## src/rtl/ctrl_pkg.sv

```systemverilog
// rtl/ctrl_pkg.sv - shared types and constants for the memory port sequencer
//
// Purpose: master index constants, owner-code enum as delivered by the arbiter,
// per-master context FSM states and the burst context record.
// Ports: none (package).

package ctrl_pkg;

  localparam int NUM_M  = 3;
  localparam int M1     = 0;
  localparam int M2     = 1;
  localparam int M3     = 2;

  // Context storage widths; the top-level AW/LW default to these.
  localparam int CTX_AW = 8;
  localparam int CTX_LW = 4;

  typedef enum logic [1:0] {
    NONE   = 2'b00,
    OWN_M1 = 2'b01,
    OWN_M2 = 2'b10,
    OWN_M3 = 2'b11
  } owner_e;

  typedef enum logic {
    CTX_IDLE   = 1'b0,
    CTX_ACTIVE = 1'b1
  } ctx_state_e;

  typedef struct packed {
    logic              busy;
    logic [CTX_AW-1:0] addr;
    logic [CTX_LW-1:0] remaining;
    logic              we;
  } burst_ctx_t;

  function automatic logic [NUM_M-1:0] owner_onehot(input owner_e o);
    logic [NUM_M-1:0] oh;
    oh = '0;
    case (o)
      OWN_M1:  oh[M1] = 1'b1;
      OWN_M2:  oh[M2] = 1'b1;
      OWN_M3:  oh[M3] = 1'b1;
      default: oh = '0;
    endcase
    return oh;
  endfunction

endpackage

```

## src/rtl/mem_burst_ctx.sv

```systemverilog
// rtl/mem_burst_ctx.sv - one master's burst context with load, beat and error logic
//
// Purpose: holds a single burst descriptor (address, beats left, direction) and
// advances it one beat per cycle while its master owns the port.
// Ports:
//   clk, reset     clock, synchronous active-low reset
//   own            this master is the current port owner
//   start          descriptor load strobe
//   addr_in        descriptor start address
//   len_in         descriptor beat count (0 is rejected)
//   we_in          descriptor direction, 1 = write
//   ctx_o          registered context state
//   beat           a beat is issued for this context this cycle
//   load_err       sticky descriptor-rejected flag

module mem_burst_ctx
  import ctrl_pkg::*;
(
  input  logic              clk,
  input  logic              reset,
  input  logic              own,
  input  logic              start,
  input  logic [CTX_AW-1:0] addr_in,
  input  logic [CTX_LW-1:0] len_in,
  input  logic              we_in,
  output burst_ctx_t        ctx_o,
  output logic              beat,
  output logic              load_err
);

  burst_ctx_t ctx_q, ctx_d;
  logic       load_err_q, load_err_d;
  ctx_state_e state;

  // The busy flag doubles as the IDLE/ACTIVE state register.
  assign state = ctx_q.busy ? CTX_ACTIVE : CTX_IDLE;

  always_comb begin
    ctx_d      = ctx_q;
    load_err_d = load_err_q;
    beat       = 1'b0;

    case (state)
      CTX_ACTIVE: begin
        if (own) begin
          beat            = 1'b1;
          ctx_d.addr      = ctx_q.addr + CTX_AW'(1);
          ctx_d.remaining = ctx_q.remaining - CTX_LW'(1);
          if (ctx_q.remaining == CTX_LW'(1)) begin
            ctx_d.busy = 1'b0;
          end
        end
      end
      default: ;
    endcase

    // Checking the post-beat busy flag lets a new descriptor land on the
    // same edge as the final beat of the old one; the new one overwrites.
    if (start) begin
      if ((len_in != '0) && !ctx_d.busy) begin
        ctx_d.busy      = 1'b1;
        ctx_d.addr      = addr_in;
        ctx_d.remaining = len_in;
        ctx_d.we        = we_in;
      end else begin
        load_err_d = 1'b1;
      end
    end
  end

  always_ff @(posedge clk) begin
    if (!reset) begin
      ctx_q      <= '0;
      load_err_q <= 1'b0;
    end else begin
      ctx_q      <= ctx_d;
      load_err_q <= load_err_d;
    end
  end

  assign ctx_o    = ctx_q;
  assign load_err = load_err_q;

endmodule

```

## src/rtl/mem_port_sequencer.sv

```systemverilog
// rtl/mem_port_sequencer.sv - drives the shared memory port from three resumable burst contexts
//
// Purpose: decodes the arbiter owner code, issues one beat per cycle from the
// owner's context, returns read data tagged with the beat's master, reports
// done to the arbiter and counts mid-burst ownership losses.
// Ports:
//   clk, reset       clock, synchronous active-low reset
//   accmodule        owner code: 00 none, 01 M1, 10 M2, 11 M3
//   m_start/m_addr/m_len/m_we/m_wdata  per-master descriptor and write data, slice i = master i
//   done             combinational owner-finishing/idle indication
//   busy, load_err   per-context busy and sticky rejection flags
//   mem_en/mem_we/mem_addr/mem_wdata  registered memory port, mem_rdata its read data
//   m_rdata, m_rvalid  read data broadcast and one-hot tag
//   suspend_cnt      saturating count of mid-burst ownership losses

module mem_port_sequencer
  import ctrl_pkg::*;
#(
  parameter int AW = CTX_AW,
  parameter int DW = 16,
  parameter int LW = CTX_LW,
  parameter int CW = 16
) (
  input  logic [0:0]        clk,
  input  logic [0:0]        reset,
  input  logic [1:0]        accmodule,
  input  logic [2:0]        m_start,
  input  logic [3*AW-1:0]   m_addr,
  input  logic [3*LW-1:0]   m_len,
  input  logic [2:0]        m_we,
  input  logic [3*DW-1:0]   m_wdata,
  output logic [2:0]        done,
  output logic [2:0]        busy,
  output logic [2:0]        load_err,
  output logic              mem_en,
  output logic              mem_we,
  output logic [AW-1:0]     mem_addr,
  output logic [DW-1:0]     mem_wdata,
  input  logic [DW-1:0]     mem_rdata,
  output logic [DW-1:0]     m_rdata,
  output logic [2:0]        m_rvalid,
  output logic [CW-1:0]     suspend_cnt
);

  owner_e           own_code;
  logic [NUM_M-1:0] own_oh;
  burst_ctx_t       ctx [NUM_M];
  logic [NUM_M-1:0] beat;
  logic             suspend;

  logic             mem_en_q, mem_en_d;
  logic             mem_we_q, mem_we_d;
  logic [AW-1:0]    mem_addr_q, mem_addr_d;
  logic [DW-1:0]    mem_wdata_q, mem_wdata_d;
  logic [NUM_M-1:0] beat_q, beat_d;
  logic [NUM_M-1:0] m_rvalid_q, m_rvalid_d;
  logic [DW-1:0]    m_rdata_q, m_rdata_d;
  logic [CW-1:0]    suspend_cnt_q, suspend_cnt_d;

  assign own_code = owner_e'(accmodule);
  assign own_oh   = owner_onehot(own_code);

  for (genvar i = 0; i < NUM_M; i++) begin : g_ctx
    mem_burst_ctx u_ctx (
      .clk      (clk),
      .reset    (reset),
      .own      (own_oh[i]),
      .start    (m_start[i]),
      .addr_in  (m_addr[i*AW +: AW]),
      .len_in   (m_len[i*LW +: LW]),
      .we_in    (m_we[i]),
      .ctx_o    (ctx[i]),
      .beat     (beat[i]),
      .load_err (load_err[i])
    );
    assign busy[i] = ctx[i].busy;
  end

  // done is combinational so the arbiter sees it in the first grant cycle.
  always_comb begin
    done = '0;
    for (int i = 0; i < NUM_M; i++) begin
      done[i] = own_oh[i] & (~ctx[i].busy | (ctx[i].remaining == CTX_LW'(1)));
    end
  end

  always_comb begin
    mem_en_d    = |beat;
    mem_we_d    = mem_we_q;
    mem_addr_d  = mem_addr_q;
    mem_wdata_d = mem_wdata_q;
    // beat is at most one-hot since only the owner can issue.
    for (int i = 0; i < NUM_M; i++) begin
      if (beat[i]) begin
        mem_we_d    = ctx[i].we;
        mem_addr_d  = ctx[i].addr;
        mem_wdata_d = m_wdata[i*DW +: DW];
      end
    end
    beat_d = beat;

    // The read tag comes from the registered beat owner, not the current
    // accmodule, so it stays correct across an ownership change.
    m_rvalid_d = mem_we_q ? '0 : beat_q;
    m_rdata_d  = (!mem_we_q && (|beat_q)) ? mem_rdata : m_rdata_q;

    // Last cycle's beat context is still busy but someone else (or nobody)
    // owns the port now: that burst has been suspended.
    suspend       = |(beat_q & busy & ~own_oh);
    suspend_cnt_d = suspend_cnt_q;
    if (suspend && (suspend_cnt_q != {CW{1'b1}})) begin
      suspend_cnt_d = suspend_cnt_q + CW'(1);
    end
  end

  always_ff @(posedge clk) begin
    if (!reset) begin
      mem_en_q      <= 1'b0;
      mem_we_q      <= 1'b0;
      mem_addr_q    <= '0;
      mem_wdata_q   <= '0;
      beat_q        <= '0;
      m_rvalid_q    <= '0;
      m_rdata_q     <= '0;
      suspend_cnt_q <= '0;
    end else begin
      mem_en_q      <= mem_en_d;
      mem_we_q      <= mem_we_d;
      mem_addr_q    <= mem_addr_d;
      mem_wdata_q   <= mem_wdata_d;
      beat_q        <= beat_d;
      m_rvalid_q    <= m_rvalid_d;
      m_rdata_q     <= m_rdata_d;
      suspend_cnt_q <= suspend_cnt_d;
    end
  end

  assign mem_en      = mem_en_q;
  assign mem_we      = mem_we_q;
  assign mem_addr    = mem_addr_q;
  assign mem_wdata   = mem_wdata_q;
  assign m_rvalid    = m_rvalid_q;
  assign m_rdata     = m_rdata_q;
  assign suspend_cnt = suspend_cnt_q;

endmodule

```

## config.mk

```make
export PLATFORM = sky130hd
export DESIGN_NAME = mem_port_sequencer
export DESIGN_NICKNAME = d
export VERILOG_FILES = /design/src/rtl/ctrl_pkg.sv /design/src/rtl/mem_burst_ctx.sv /design/src/rtl/mem_port_sequencer.sv
export SDC_FILE = /design/constraint.sdc
export NUM_CORES = 1
export LEC_CHECK = 0
export BUFFER_PORTS_ARGS = -buffer_cell sky130_fd_sc_hd__buf_2
export CORE_UTILIZATION = 40
export DETAILED_ROUTE_END_ITERATION = 6
export PLACE_DENSITY = 0.76
export SLEW_MARGIN = 15
export SYNTH_ARGS = -nofsm -noshare
export SYNTH_HDL_FRONTEND = slang
export SYNTH_SLANG_ARGS = --single-unit
```

## constraint.sdc

```tcl
create_clock -name clk -period 3.03 [get_ports clk]
set_input_delay 0.606 -clock clk [delete_from_list [all_inputs] [get_ports clk]]
set_output_delay 0.606 -clock clk [all_outputs]
set_load 0.02 [all_outputs]
```

==> impl_metrics.yaml, run 1 <==
cts:
  cts-resized-gates: 0
  cts-hold-fix-buffers: 0
  clk_pin_slew_ps: 70
  cts.sinks: 109
  cts_tree: "yes"
  cts_setup_buffers: 0
  h-tree-depth: 3
  cts.path.max_buffers: 2
  cts_made_buffers: 9
  clock_latency_ps: 350
  ctsRootBufferMaster: "clkbuf_16"
worst_setup_path:
  path_max_fanout: 11
  worstReg2RegStart: "suspend_cnt[0]"
  worstPathArrival_ps: 1800
  end_kind: "output port"
  rr_worst_depth: 6
  r2r_setup_slack_ps: 1000
  cpPeakStageDelay_ps: 330
  crit_chain: "buf_2 > or2b_1 > o41ai_4 > nor2b_1 > buf_2"
  required_ps: 2420
  cp-start-kind: "input pin"
  crit_top_cell: "buf_2"
  critical_path_class: "input pin to output port"
  r2r-end: "suspend_cnt[10]"
  slowest_stage: "o41ai_4"
logic_synthesis:
  synth_top_area_share_pct: 42.0
  synth_seq_area_share_pct: 42.0
  synth_top_area_cell: "dfxtp_1"
  synth_edf_count: 0
  syn_inst: 638
  synth_common_cells: "109 x dfxtp_1, 104 x nand2_1, 83 x a21oi_1, 52 x nor2_1, 35 x o21ai_0"
  yosys-top-cells-area: "dfxtp_1 42%, a21oi_1 8.0%, nand2_1 7.5%"
  syn-num-nets: 758
  ys_seq_elements: 109
  yosysMostFrequentCell: "dfxtp_1"
  synthesis.area_um2: 5200
  async_reset_ff_share_pct: 0
  avgSynthCellArea_um2: 8.15
  ys_types: 46
  synth_ff_type: "dfxtp_1"
  synth_warnings: 0
detailed_routing:
  drt-initial-drc-count: 214
  wirelength_um: 13300
  via_per_inst: 5.09
  wl_per_cell_um: 13.7
  dr_total_vias: 4938
  ant_nets: 0
  drt_pass1_iterations: 4
  drcViolationCount: 0
timing:
  relSlewSlack_pct: 53.1
  fin_crit_sh_pct: 79.4
  fmax_mhz: 416
  hold_violations: 0
  rsz0062_at_grt: "no"
  final_max_slew_viol_count: 0
  fin_skew_ps: 8.61
  setup_violations: 0
  worstMarginPinSlew_ps: 703
  fin_tns_setup_ps: 0
  period_needed_ps: 2410
  whs_ps: 450
hold_path:
  min-delay-start: "mem_wdata[11]"
  hold_end: "mem_wdata[11]"
  hold_path_depth: 2
  hp-class: "flop to flop"
floorplanning:
  dieArea_um2: 13500
  die_height_um: 116
  boundaryPins: 180
  coreArea_um2: 12700
  fp.dieW_um: 116
  num_rows: 41
  initial_utilization_pct: 41.0
flow_run:
  drv_cap: 0
grt:
  grt_max_degree: 42
  grt_pass1_vias: 4410
  grt_first_pass_wirelength_um: 20900
  grt-ovfl-total: 0
  track_usage_pct: 19.7
  antenna_found_initial: 1
power_and_ir_drop:
  leakage_nw: 2.76
  vdd_drop_max_v: 0.000279
  power_density_nw_per_um2: 515
placement:
  dp_hpwl_um: 9420
  place_area_um2: 6170
  io_buffers: 179
  place.gp.congestion: 0.788
layout:
  final_core_util_pct: 51.2
  nFillCells: 1248
  seq_area_um2: 2180
  drive_gt1_share_pct: 26.6
  final_area_um2: 6490
  synthToLayoutAreaGrowth_pct: 24.8
  multi_input_area_um2: 2740
  finalNetCount: 912
outcome:
  outcome: "complete, no violations"
worst max-delay path by stage:
stage,startpoint,end,slack [ps],cells past startpoint
after global routing,accmodule[0],done[0],540,5
after detailed placement,accmodule[0],done[0],640,5
after global placement,accmodule[0],done[0],650,5
after floorplan,accmodule[1],done[0],730,4
after CTS,accmodule[0],done[0],610,5
final,accmodule[0],done[0],620,5
cell type report:
cell class                      instances  area share [%]
Clock buffer                           13            3.86
Clock inverter                          3            1.06
Antenna cell                            1          0.0386
Multi-Input combinational cell        469            42.2
Sequential cell                       109            33.6
Timing Repair Buffer                  191            15.2
Inverter                               12           0.694
Tap cell                              172            3.32
cell usage in the layout, fill, tap and decap left out, drive strengths merged, types with 10 or more instances in the layout:
master  count
nor2       52
mux2i      24
a21oi      83
a211oi     19
clkbuf     13
or4        10
xnor2      10
dfxtp     109
nand3      16
buf       191
nand2     104
o21ai      47
nand4      14
xor2       20
ha         10
inv        12
cell families (layout without fill, tap and decap cells):
group | count (synthesis) | after routing | share of synthesized area (%)
AND/OR/NAND/NOR | 235 | 235 | 21.0
AO/OA/AOI/OAI | 169 | 169 | 19.3
flip-flops | 109 | 109 | 42.0
buffers and inverters | 60 | 219 | 5.44
XOR/XNOR | 30 | 30 | 5.05
multiplexers | 25 | 25 | 4.84
adder cells (fa/ha/maj) | 10 | 10 | 2.41
other | 0 | 1 | 0
per-stage QoR:
step           cells  worst slack [ps]  total power, mW
6_report         970               625             3.34
5_1_grt          970               539             3.50
4_1_cts          969               614             3.38
3_5_place_dp     953               636             2.10
3_3_place_gp     953               655             2.09
2_1_floorplan    638               728             1.92
layer usage:
metal	up-vias	share of wire (%)	track usage (%)
met4	0	2.3	8.72
met1	2244	46	25.0
met5	-	0	0
met3	25	4.2	2.77
met2	127	48	33.4
li1	2542	-	-
critical path, delay by kind of cell:
| kind | cells | cell delay (ps) |
|---|---|---|
| AND/OR/NAND/NOR | 2 | 490 |
| buffers and inverters | 2 | 360 |
| AO/OA/AOI/OAI | 1 | 330 |
report_power, final:
part / leakage [nW] / total, mW / switching, mW / internal (mW)
clock network: 0.154 / 1.27 / 0.524 / 0.751
logic: 1.72 / 0.475 / 0.272 / 0.203
registers: 0.892 / 1.59 / 0.0750 / 1.52
flip-flops by register name (all words and copies together), names as in the netlist:
register	cells
beat_q	3
g_ctx.u_ctx.ctx_o	42
g_ctx.u_ctx.load_err	3
m_rdata	16
m_rvalid	3
mem_addr	8
mem_en	1
mem_wdata	16
mem_we	1
suspend_cnt	16
(Power assumes the default switching activity.)
==> run 2: changes to the inputs <==
Settings changed: PLACE_DENSITY 0.76 to 0.79.
Clock period 3.03 ns to 2.2 ns, I/O delays scaled along.
==> impl_metrics.yaml, run 2 (synthesis results as in run 1) <==
power_and_ir_drop:
  power_mw: 4.52
  clkPwrFrac_pct: 36.3
  pwr-share-comb_pct: 15.2
  p_sw_mw: 1.24
  p_seq_share_pct: 48.5
  power_density_nw_per_um2: 683
  p_int_mw: 3.28
  leakage_nw: 2.83
  p_sw_share_pct: 27.4
  vdd_drop_max_v: 0.000343
floorplanning:
  fp.dieW_um: 116
  coreArea_um2: 12700
  initial_utilization_pct: 41.0
  num_rows: 41
  dieArea_um2: 13500
  die_height_um: 116
  boundaryPins: 180
worst_setup_path:
  crit_top_cell: "inv_1"
  crit_start: "g_ctx[1].u_ctx.ctx_o[2]"
  rr_worst_depth: 6
  r2r-end: "suspend_cnt[10]"
  cp_top_family: "compound AO/OA/AOI/OAI gates"
  slowest_stage: "o41ai_4"
  critical_path_class: "flop to output port"
  cpPeakStageDelay_ps: 400
  worstSetupEndpoint: "done[1]"
  path_max_fanout: 3
  cp_num_cells: 6
  required_ps: 1760
  worstReg2RegStart: "suspend_cnt[0]"
  crit_buf_inv: 3
  worstPathArrival_ps: 1730
  r2r_setup_slack_ps: 210
  cp-start-kind: "flop"
  end_kind: "output port"
  crit_chain: "inv_1 > ha_1 > inv_1 > o41ai_4 > nor2b_4 > buf_4"
cts:
  cts_made_buffers: 9
  cts.sinks: 109
  h-tree-depth: 3
  cts-hold-fix-buffers: 0
  clk_pin_slew_ps: 70
  cts_tree: "yes"
  ctsRootBufferMaster: "clkbuf_16"
  clock_latency_ps: 340
  cts.path.max_buffers: 2
layout:
  drive_gt1_share_pct: 28.3
  nFillCells: 1224
  final_cells: 979
  multi_input_area_um2: 2750
  final_cell_mix: "178 x buf_2, 107 x dfxtp_1, 104 x nand2_1, 83 x a21oi_1, 51 x nor2_1"
  final_common_cell: "buf_2"
  finalNetCount: 921
  synthToLayoutAreaGrowth_pct: 27.2
  largest_reg_flops: 42
  seq_area_um2: 2180
placement:
  preCtsSetupSlack_ps: 166
  dp_hpwl_um: 9580
  io_buffers: 179
  place.gp.congestion: 0.840
  dp.cells: 958
grt:
  grt_pass1_vias: 4314
  antenna_found_initial: 2
  grt-ovfl-total: 0
  track_usage_pct: 19.3
  grt_max_degree: 50
  grt_first_pass_wirelength_um: 20300
outcome:
  outcome: "complete, no violations"
detailed_routing:
  dr_total_vias: 4971
  drt_pass1_iterations: 5
  ant_nets: 0
  drt-initial-drc-count: 171
  via_per_inst: 5.08
  wl_per_cell_um: 13.5
  wirelength_um: 13200
  drcViolationCount: 0
timing:
  fin_skew_ps: 9.54
  whs_ps: 323
  hold_violations: 0
  period_needed_ps: 2170
  fin_crit_sh_pct: 98.6
  fin_ws_ps: 31.2
  relSlewSlack_pct: 62.8
  final_max_slew_viol_count: 0
  fmax_mhz: 461
  setup_violations: 0
  worstMarginPinSlew_ps: 554
hold_path:
  hp-class: "input pin to flop"
flow_run:
  drv_cap: 0
==> run 2: cell type report <==
| type | instances | area share [%] |
|---|---|---|
| Clock buffer | 9 | 3.40 |
| Antenna cell | 1 | 0.0378 |
| Inverter | 12 | 0.681 |
| Multi-Input combinational cell | 469 | 41.6 |
| Clock inverter | 7 | 1.13 |
| Tap cell | 172 | 3.25 |
| Timing Repair Buffer | 200 | 16.9 |
| Sequential cell | 109 | 33.0 |
==> run 2: how the worst min path moves through the flow <==
| stage | endpoint | slack [ps] | cells after the start | startpoint |
|---|---|---|---|---|
| final | m_rdata[3] | 320 | 3 | mem_rdata[3] |
| after global routing | m_rdata[12] | 340 | 3 | mem_rdata[12] |
| after CTS | m_rdata[8] | 320 | 3 | mem_rdata[8] |
| after detailed placement | mem_wdata[12] | 440 | 2 | mem_wdata[12] |
| after global placement | mem_wdata[1] | 430 | 2 | mem_wdata[1] |
| after floorplan | g_ctx[0].u_ctx.load_err | 440 | 2 | g_ctx[0].u_ctx.load_err |
==> run 2: stage by stage <==
step	TNS, ps	util [%]	cell area, um2
3_3_place_gp	0	49.5	6270
4_1_cts	0	52.0	6590
5_1_grt	-50.8	52.2	6620
2_1_floorplan	0	-	5200
3_5_place_dp	0	49.5	6270
6_report	0	52.2	6620
==> run 2: layer usage <==
| layer | track usage, % | up-vias | wire (um) |
|---|---|---|---|
| met5 | 0 | - | 13 |
| met4 | 7.86 | 2 | 284 |
| met3 | 3.87 | 21 | 765 |
| met2 | 32.1 | 143 | 6160 |
| met1 | 24.5 | 2251 | 5970 |
| li1 | - | 2554 | - |
==> run 2: what timing repair did <==
item / CTS / global route
pin swaps: 2 / 2
setup endpoints to repair: 2 / 2
gates resized for setup: 3 / 3
cloned: 0 / 0
buffers inserted: 1 / 3
==> run 2: worst min-delay path, cell delays in order <==
cell     delay (ps)
buf_2            70
mux2i_1          50
nor2_1           70
==> run 2: power by group through the flow <==
stage / registers (mW) / logic (mW) / clock network, mW
after global routing: 2.21 / 0.762 / 1.76
after floorplan: 2.26 / 0.384 / 0
after CTS: 2.19 / 0.682 / 1.68
final: 2.19 / 0.685 / 1.64
after detailed placement: 2.24 / 0.674 / 0
after global placement: 2.23 / 0.663 / 0
==> run 3: changes to the inputs <==
Settings changed: CORE_UTILIZATION 40 to 34, PLACE_DENSITY 0.79 to 0.7.
==> impl_metrics.yaml, run 3 (synthesis results as in run 1) <==
cts:
  cts-hold-fix-buffers: 0
  cts.sinks: 109
  h-tree-depth: 3
  cts.path.max_buffers: 2
  cts_tree: "yes"
  ctsRootBufferMaster: "clkbuf_16"
  clock_latency_ps: 360
  cts_made_buffers: 9
  clk_pin_slew_ps: 70
hold_path:
  hp-class: "input pin to flop"
  min-delay-start: "mem_rdata[7]"
  hold_path_depth: 3
  hold_end: "m_rdata[7]"
layout:
  final_cells: 992
  largest_reg_flops: 42
  final_cell_mix: "178 x buf_2, 107 x dfxtp_1, 104 x nand2_1, 83 x a21oi_1, 51 x nor2_1"
  finalNetCount: 922
  synthToLayoutAreaGrowth_pct: 28.2
  final_core_util_pct: 45.3
  final_common_cell: "buf_2"
  final_area_um2: 6670
  drive_gt1_share_pct: 28.5
worst_setup_path:
  r2r_setup_slack_ps: 200
  worstReg2RegStart: "suspend_cnt[0]"
  worstPathArrival_ps: 1700
  r2r-end: "suspend_cnt[10]"
  critical_path_class: "flop to output port"
  end_kind: "output port"
  cp-start-kind: "flop"
  path_max_fanout: 4
  required_ps: 1760
  crit_start: "g_ctx[1].u_ctx.ctx_o[1]"
  rr_worst_depth: 6
power_and_ir_drop:
  vdd_drop_max_v: 0.000437
  p_seq_share_pct: 47.2
  p_int_mw: 3.40
  p_sw_mw: 1.25
  clkPwrFrac_pct: 38.1
  p_sw_share_pct: 26.8
  pwr-share-comb_pct: 14.7
  power_mw: 4.64
  power_density_nw_per_um2: 697
  leakage_nw: 2.85
grt:
  grt_first_pass_wirelength_um: 21500
  track_usage_pct: 17.2
  grt-ovfl-total: 0
  antenna_found_initial: 2
  grt_pass1_vias: 4389
  grt_max_degree: 34
detailed_routing:
  drt_pass1_iterations: 7
  ant_nets: 0
  wirelength_um: 13500
  drcViolationCount: 10
  via_per_inst: 4.91
  dr_total_vias: 4874
  drt-initial-drc-count: 167
  wl_per_cell_um: 13.6
placement:
  place_area_um2: 6300
  io_buffers: 179
  dp.cells: 973
  place.gp.congestion: 0.760
  dp_hpwl_um: 10000
outcome:
  outcome: "finished, violations left"
  violations: "design-rule violations"
timing:
  fmax_mhz: 467
  relSlewSlack_pct: 60.3
  fin_crit_sh_pct: 97.2
  period_needed_ps: 2140
  fin_skew_ps: 4.73
  hold_violations: 0
  worstMarginPinSlew_ps: 592
  setup_violations: 0
  final_max_slew_viol_count: 0
  whs_ps: 313
floorplanning:
  die_height_um: 126
  boundaryPins: 180
  fp.dieW_um: 126
  num_rows: 44
  dieArea_um2: 15800
  initial_utilization_pct: 35.4
  coreArea_um2: 14700
flow_run:
  drv_cap: 0
-- run 3: per-layer routing --
metal	share of wire, %	global-route usage, %	vias to the layer above
met1	47	21.9	2178
met2	45	28.3	118
li1	-	-	2558
met5	0.067	0	-
met4	1.6	5.95	2
met3	5.7	4.29	18
-- run 3: repair_timing --
action | in CTS | in global routing
endpoints found under the setup margin | 1 | 1
resized for setup | 2 | 6
pin swaps | 1 | 1
cloned | 0 | 0
setup buffers | 0 | 2
-- run 3: worst max-delay path: stages, from the launching register on --
cell	delay [ps]
dfxtp_2	370
ha_2	170
inv_1	50
o41ai_4	400
nor2b_4	230
buf_6	120
-- run 3: worst max-delay path by stage --
stage                     slack [ps]         endpoint  cells after the start
after floorplan                  220  suspend_cnt[10]                      7
after global placement           160   suspend_cnt[7]                      7
after detailed placement         110   suspend_cnt[7]                      7
after CTS                         30          done[1]                      5
after global routing             -10          done[1]                      5
final                             60          done[1]                      5
-- run 3: through the flow --
| stage | worst slack, ps | TNS (ps) |
|---|---|---|
| 6_report | 60.8 | 0 |
| 5_1_grt | -13.9 | -13.9 |
| 4_1_cts | 31.2 | 0 |
| 3_5_place_dp | 113 | 0 |
| 3_3_place_gp | 158 | 0 |
| 2_1_floorplan | 216 | 0 |
-- run 3: power groups by stage --
stage | clock network [mW] | registers (mW) | logic [mW]
after floorplan | 0 | 2.26 | 0.384
after global placement | 0 | 2.23 | 0.672
after detailed placement | 0 | 2.24 | 0.679
after CTS | 1.82 | 2.19 | 0.685
after global routing | 1.90 | 2.21 | 0.763
final | 1.77 | 2.19 | 0.682
-- run 3: cell type report --
type / instances / area (um2)
Inverter: 12 / 45.0
Antenna cell: 1 / 2.50
Clock inverter: 7 / 100
Tap cell: 184 / 230
Clock buffer: 9 / 225
Fill cell: 1483 / 8030
Sequential cell: 109 / 2180
Multi-Input combinational cell: 469 / 2750
Timing Repair Buffer: 201 / 1130
